===== src/rtl/dth_pkg.sv =====
// dth_pkg: shared FSM state encoding and helper functions for the dth stream decoder.
package dth_pkg;
    typedef enum logic [1:0] {IDLE = 2'b00, BODY = 2'b01, DROP = 2'b10} state_t;
    function automatic int flag_bit(input int data_width);
        return data_width;
    endfunction
    function automatic logic [15:0] sat_inc16(input logic [15:0] v);
        return (&v) ? v : v + 16'd1;
    endfunction
endpackage


===== src/rtl/dth_len_cnt.sv =====
// dth_len_cnt: frame length counter; clr with inc loads 1, term flags the last legal middle position.
module dth_len_cnt
    import dth_pkg::*;
#(
    parameter int MAX_LEN = 2048,
    parameter int LW = $clog2(MAX_LEN + 1)
) (
    input  logic          clk,
    input  logic          rst,
    input  logic          clr,
    input  logic          inc,
    output logic [LW-1:0] cnt,
    output logic          term
);
    always_ff @(posedge clk)
        if (rst) cnt <= '0;
        else if (clr) cnt <= inc ? LW'(1) : '0;
        else if (inc) cnt <= cnt + LW'(1);
    assign term = cnt == LW'(MAX_LEN - 1);
endmodule


===== src/rtl/dth.sv =====
// dth: delimiter-tagged stream decoder; strips the head/tail flag and emits sof/eof/len/abort/err one cycle later.
// Optional DTH_STATS_EN adds saturating good-frame and error counters.
module dth
    import dth_pkg::*;
#(
    parameter int DATA_WIDTH = 8,
    parameter int MAX_LEN = 2048,
    localparam int LW = $clog2(MAX_LEN + 1)
) (
    input  logic                  i_clk,
    input  logic                  i_rst,
    input  logic [DATA_WIDTH:0]   iv_data,
    input  logic                  i_data_wr,
    output logic [DATA_WIDTH-1:0] ov_data,
    output logic                  o_data_wr,
    output logic                  o_sof,
    output logic                  o_eof,
    output logic [LW-1:0]         ov_frame_len,
    output logic                  o_abort,
`ifdef DTH_STATS_EN
    output logic [15:0]           ov_frame_cnt,
    output logic [15:0]           ov_err_cnt,
`endif
    output logic                  o_err
);
    localparam int FB = flag_bit(DATA_WIDTH);
    state_t state, nxt;
    logic flag, emit, sof, eof, abort, err, clr, inc, term;
    logic [LW-1:0] cnt;
    assign flag = iv_data[FB];
    dth_len_cnt #(.MAX_LEN(MAX_LEN), .LW(LW)) u_len (
        .clk(i_clk), .rst(i_rst), .clr(clr), .inc(inc), .cnt(cnt), .term(term)
    );
    always_ff @(posedge i_clk) state <= i_rst ? IDLE : nxt;
    always_comb begin
        nxt = state;
        emit = 1'b0;
        sof = 1'b0;
        eof = 1'b0;
        abort = 1'b0;
        err = 1'b0;
        clr = 1'b0;
        inc = 1'b0;
        case (state)
            IDLE: if (i_data_wr) begin
                nxt = flag ? BODY : DROP;
                emit = flag;
                sof = flag;
                clr = flag;
                inc = flag;
                err = !flag;
            end
            BODY: if (!i_data_wr) begin
                nxt = IDLE;
                abort = 1'b1;
                err = 1'b1;
            end else if (flag) begin
                nxt = IDLE;
                emit = 1'b1;
                eof = 1'b1;
                inc = 1'b1;
            end else if (term) begin
                nxt = DROP;
                abort = 1'b1;
                err = 1'b1;
            end else begin
                emit = 1'b1;
                inc = 1'b1;
            end
            DROP: nxt = i_data_wr ? DROP : IDLE;
            default: nxt = IDLE;
        endcase
    end
    // ov_data and ov_frame_len hold their last value between updates
    always_ff @(posedge i_clk)
        if (i_rst) begin
            ov_data <= '0;
            ov_frame_len <= '0;
            o_data_wr <= 1'b0;
            o_sof <= 1'b0;
            o_eof <= 1'b0;
            o_abort <= 1'b0;
            o_err <= 1'b0;
        end else begin
            o_data_wr <= emit;
            o_sof <= sof;
            o_eof <= eof;
            o_abort <= abort;
            o_err <= err;
            if (emit) ov_data <= iv_data[DATA_WIDTH-1:0];
            if (eof) ov_frame_len <= cnt + LW'(1);
        end
`ifdef DTH_STATS_EN
    always_ff @(posedge i_clk)
        if (i_rst) begin
            ov_frame_cnt <= '0;
            ov_err_cnt <= '0;
        end else begin
            if (eof) ov_frame_cnt <= sat_inc16(ov_frame_cnt);
            if (err) ov_err_cnt <= sat_inc16(ov_err_cnt);
        end
`endif
endmodule


===== config.mk =====
export PLATFORM = sky130hd
export DESIGN_NAME = dth
export DESIGN_NICKNAME = d
export VERILOG_FILES = /design/src/rtl/dth_pkg.sv /design/src/rtl/dth_len_cnt.sv /design/src/rtl/dth.sv
export SDC_FILE = /design/constraint.sdc
export NUM_CORES = 1
export LEC_CHECK = 0
export CORE_UTILIZATION = 50
export CTS_BUF_LIST = sky130_fd_sc_hd__clkbuf_4 sky130_fd_sc_hd__clkbuf_8
export DETAILED_ROUTE_END_ITERATION = 12
export GPL_TIMING_DRIVEN = 0
export PLACE_DENSITY = 0.83
export SYNTH_ARGS = -nofsm -noshare
export SYNTH_HDL_FRONTEND = slang
export SYNTH_HIERARCHICAL = 1
export SYNTH_SLANG_ARGS = --single-unit

===== constraint.sdc =====
create_clock -name i_clk -period 4.4 [get_ports i_clk]
set_input_delay 0.66 -clock i_clk [delete_from_list [all_inputs] [get_ports i_clk]]
set_output_delay 0.66 -clock i_clk [all_outputs]
set_load 0.05 [all_outputs]

==> flow_metrics.env <==
export IMPL_crit_buf_inv=4
export IMPL_synthesis_instances=188
export IMPL_ctsResizeCount=0
export IMPL_cts_max_level=2
export IMPL_fin_cells=278
export IMPL_postCtsSetupBuffers=0
export IMPL_die_area_um2=3830
export IMPL_ant_nets=0
export IMPL_dp_cells=270
export IMPL_place_hpwl_um=2360
export IMPL_slowest_delay_ns=0.58
export IMPL_slew_headroom_pct=54.4
export IMPL_yosysTopAreaCellShare_pct=43.5
export IMPL_timing_hold_ws_ns=0.503
export IMPL_antenna_cells=0
export IMPL_synth_adder_area_share_pct=1.39
export IMPL_grt_max_degree=13
export IMPL_worstMarginPinSlew_ns=0.678
export IMPL_setup_violations_final=0
export IMPL_finalHoldViolCount=0
export IMPL_crit_path_start_kind="register"
export IMPL_gp_congestion=0.735
export IMPL_ys_seq_area_share_pct=43.5
export IMPL_p_leak_nw=0.799
export IMPL_synthMuxAreaShare_pct=6.13
export IMPL_grt_pass1_vias=1196
export IMPL_period_needed_ns=3.08
export IMPL_cts_max_path_buffers=2
export IMPL_synth_top_family_by_area="simple AND/OR/NAND/NOR gates"
export IMPL_ys_ff_latch=39
export IMPL_async_flop_share_pct=0
export IMPL_die_x_um=61.9
export IMPL_vias=1428
export IMPL_syn_avg_cell_area_um2=9.55
export IMPL_synth_most_common_cell="dfxtp_1"
export IMPL_place_ws_ns=1.32
export IMPL_status="finished, final reports clean"
export IMPL_vias_per_cell=5.14
export IMPL_cp_max_fo=10
export IMPL_slew_viol_final=0
export IMPL_postCtsHoldBufs=0
export IMPL_clkSinkCount=39
export IMPL_synth_top_area_cell="dfxtp_1"
export IMPL_synth_xor_area_share_pct=6.83
export IMPL_finalPower_uw=641
export IMPL_cp_slowest_cell="nor4_1"
export IMPL_ir_drop_mv=0.252
export IMPL_cp_cell_sequence="nand4_2, buf_6, nor4_1, nor2b_1, o21bai_1, buf_4, inv_1, buf_2, o2111ai_1, or4_1, a21oi_1"
export IMPL_antenna_found_initial=0
export IMPL_cts_tree="yes"
export IMPL_num_rows=21
export IMPL_ios=37
export IMPL_power_density_nw_per_um2=283
export IMPL_grt_util_all_layers_pct=19.4
export IMPL_wl_per_cell_um=11.8
export IMPL_drc=0
export IMPL_final_layout_size_suffix_gt1_share_pct=14.7
export IMPL_synth_simple_gate_area_share_pct=21.7
export IMPL_fin_crit_sh_pct=70.0
export IMPL_drv_cap=0
export IMPL_clk_pin_slew_ns=0.12
export IMPL_insertion_delay_ns=0.35
export IMPL_ys_warnings_count=6
export IMPL_synthToLayoutAreaGrowth_pct=26.2
export IMPL_worst_slack_ns=1.32
export IMPL_r2r_slack_ns=1.32
export IMPL_crit_type="register to register"
export IMPL_start_util_pct=53.0
export IMPL_core_um2=3390
export IMPL_path_delay_family="simple AND/OR/NAND/NOR gates"
export IMPL_fin_worst_skew_ns=0.00629
export IMPL_synth_common_cells="39 x dfxtp_1, 30 x nor2_1, 11 x mux2i_1, 11 x xnor2_1, 10 x a211oi_2"
export IMPL_cts_made_buffers=5
export IMPL_cts_root_buffer="clkbuf_4"
export IMPL_grt_pass1_wl_um=5340
export IMPL_fmax_ghz=0.325
export IMPL_finalSetupTns_ns=0
export IMPL_portBuffers=36
export IMPL_worstHoldPathType="register to register"
export IMPL_synth_area_top_cells="dfxtp_1 43%, a211oi_2 7.0%, nor2_1 6.3%"
export IMPL_rsz0062_at_grt="no"
export IMPL_drt_wl_total_um=3270
export IMPL_syn_area_um2=1800
export IMPL_arrival_ns=3.31
export IMPL_ys_types=40
export IMPL_synth_compound_area_share_pct=15.6
export IMPL_syn_nets=202
export IMPL_endpoint_kind="register"
export IMPL_synth_edf_count=0
export IMPL_die_h_um=61.9
export IMPL_drt_iter0_drc=56
export IMPL_ys_flop_type="dfxtp_1"
export IMPL_cp_required_ns=4.63
export IMPL_overflow=0
export IMPL_finalNetCount=245
export IMPL_drtPass1Iterations=3
==> report_power, final <==
group          internal, mW  total [mW]  switching [mW]
Clock                0.0595       0.177           0.117
Combinational        0.0375      0.0947          0.0572
Sequential            0.363       0.369         0.00660
Total                 0.460       0.641           0.181
==> flip-flops by register name (all words and copies together) (netlist names) <==
| signal | cells |
|---|---|
| o_abort | 1 |
| o_data_wr | 1 |
| o_eof | 1 |
| o_err | 1 |
| o_sof | 1 |
| ov_data | 8 |
| ov_frame_len | 12 |
| state | 2 |
| u_len/cnt | 12 |
==> worst paths after layout <==
kind              startpoint  depth (start not counted)              end
max             u_len/cnt[3]                         11     u_len/cnt[9]
min          ov_frame_len[1]                          2  ov_frame_len[1]
max reg2reg     u_len/cnt[3]                         11     u_len/cnt[9]
min reg2reg  ov_frame_len[1]                          2  ov_frame_len[1]
==> through the flow <==
stage               utilization [%]  cell area [um2]
finish                         66.9             2270
global route                   66.9             2270
CTS                            66.9             2270
detailed placement             65.3             2210
global placement               65.3             2210
floorplan                         -             1800
==> routing by layer <==
layer | part of all wire (%) | routed length [um] | vias up | GRT usage, %
met5 | 0 | 0 | - | 0
met4 | 1.8 | 58 | 0 | 7.62
met3 | 2.9 | 96 | 6 | 6.21
met2 | 44 | 1450 | 23 | 29.3
met1 | 51 | 1660 | 643 | 25.7
li1 | - | - | 756 | -
==> cells in the final DEF, fill, tap and decap left out, types with 4 or more instances in the layout <==
| cell | instances |
|---|---|
| inv_1 | 7 |
| or4_1 | 4 |
| o31ai_1 | 4 |
| nor3_1 | 8 |
| mux2i_1 | 11 |
| dfxtp_1 | 39 |
| a211oi_2 | 10 |
| xnor2_1 | 11 |
| nand2_1 | 6 |
| nor2_1 | 30 |
| nand3_1 | 4 |
| clkbuf_4 | 5 |
| clkdlybuf4s50_1 | 36 |
| a21oi_1 | 8 |
==> kinds of logic after synthesis <==
kind of cell / after synthesis
adders and majority gates: 2
muxes: 11
DFF: 39
buffers and inverters: 18
xor gates and xnor gates: 14
and+or+nand+nor: 71
AOI/OAI and AO/OA: 33
==> layout make-up <==
| cell class | count | area (um2) |
|---|---|---|
| Clock buffer | 5 | 37.5 |
| Timing Repair Buffer | 36 | 360 |
| Sequential cell | 39 | 781 |
| Multi-Input combinational cell | 131 | 927 |
| Clock inverter | 3 | 15.0 |
| Buffer | 10 | 57.6 |
| Tap cell | 46 | 57.6 |
| Fill cell | 284 | 1120 |
| Inverter | 8 | 30.0 |
==> worst register-to-register path: stages, from the launching register on <==
cell	delay, ns
dfxtp_1	0.56
nand4_2	0.16
buf_6	0.18
nor4_1	0.58
nor2b_1	0.17
o21bai_1	0.17
buf_4	0.22
inv_1	0.06
buf_2	0.16
o2111ai_1	0.46
or4_1	0.19
a21oi_1	0.06
Note: power is estimated with default switching activity, not from simulation.
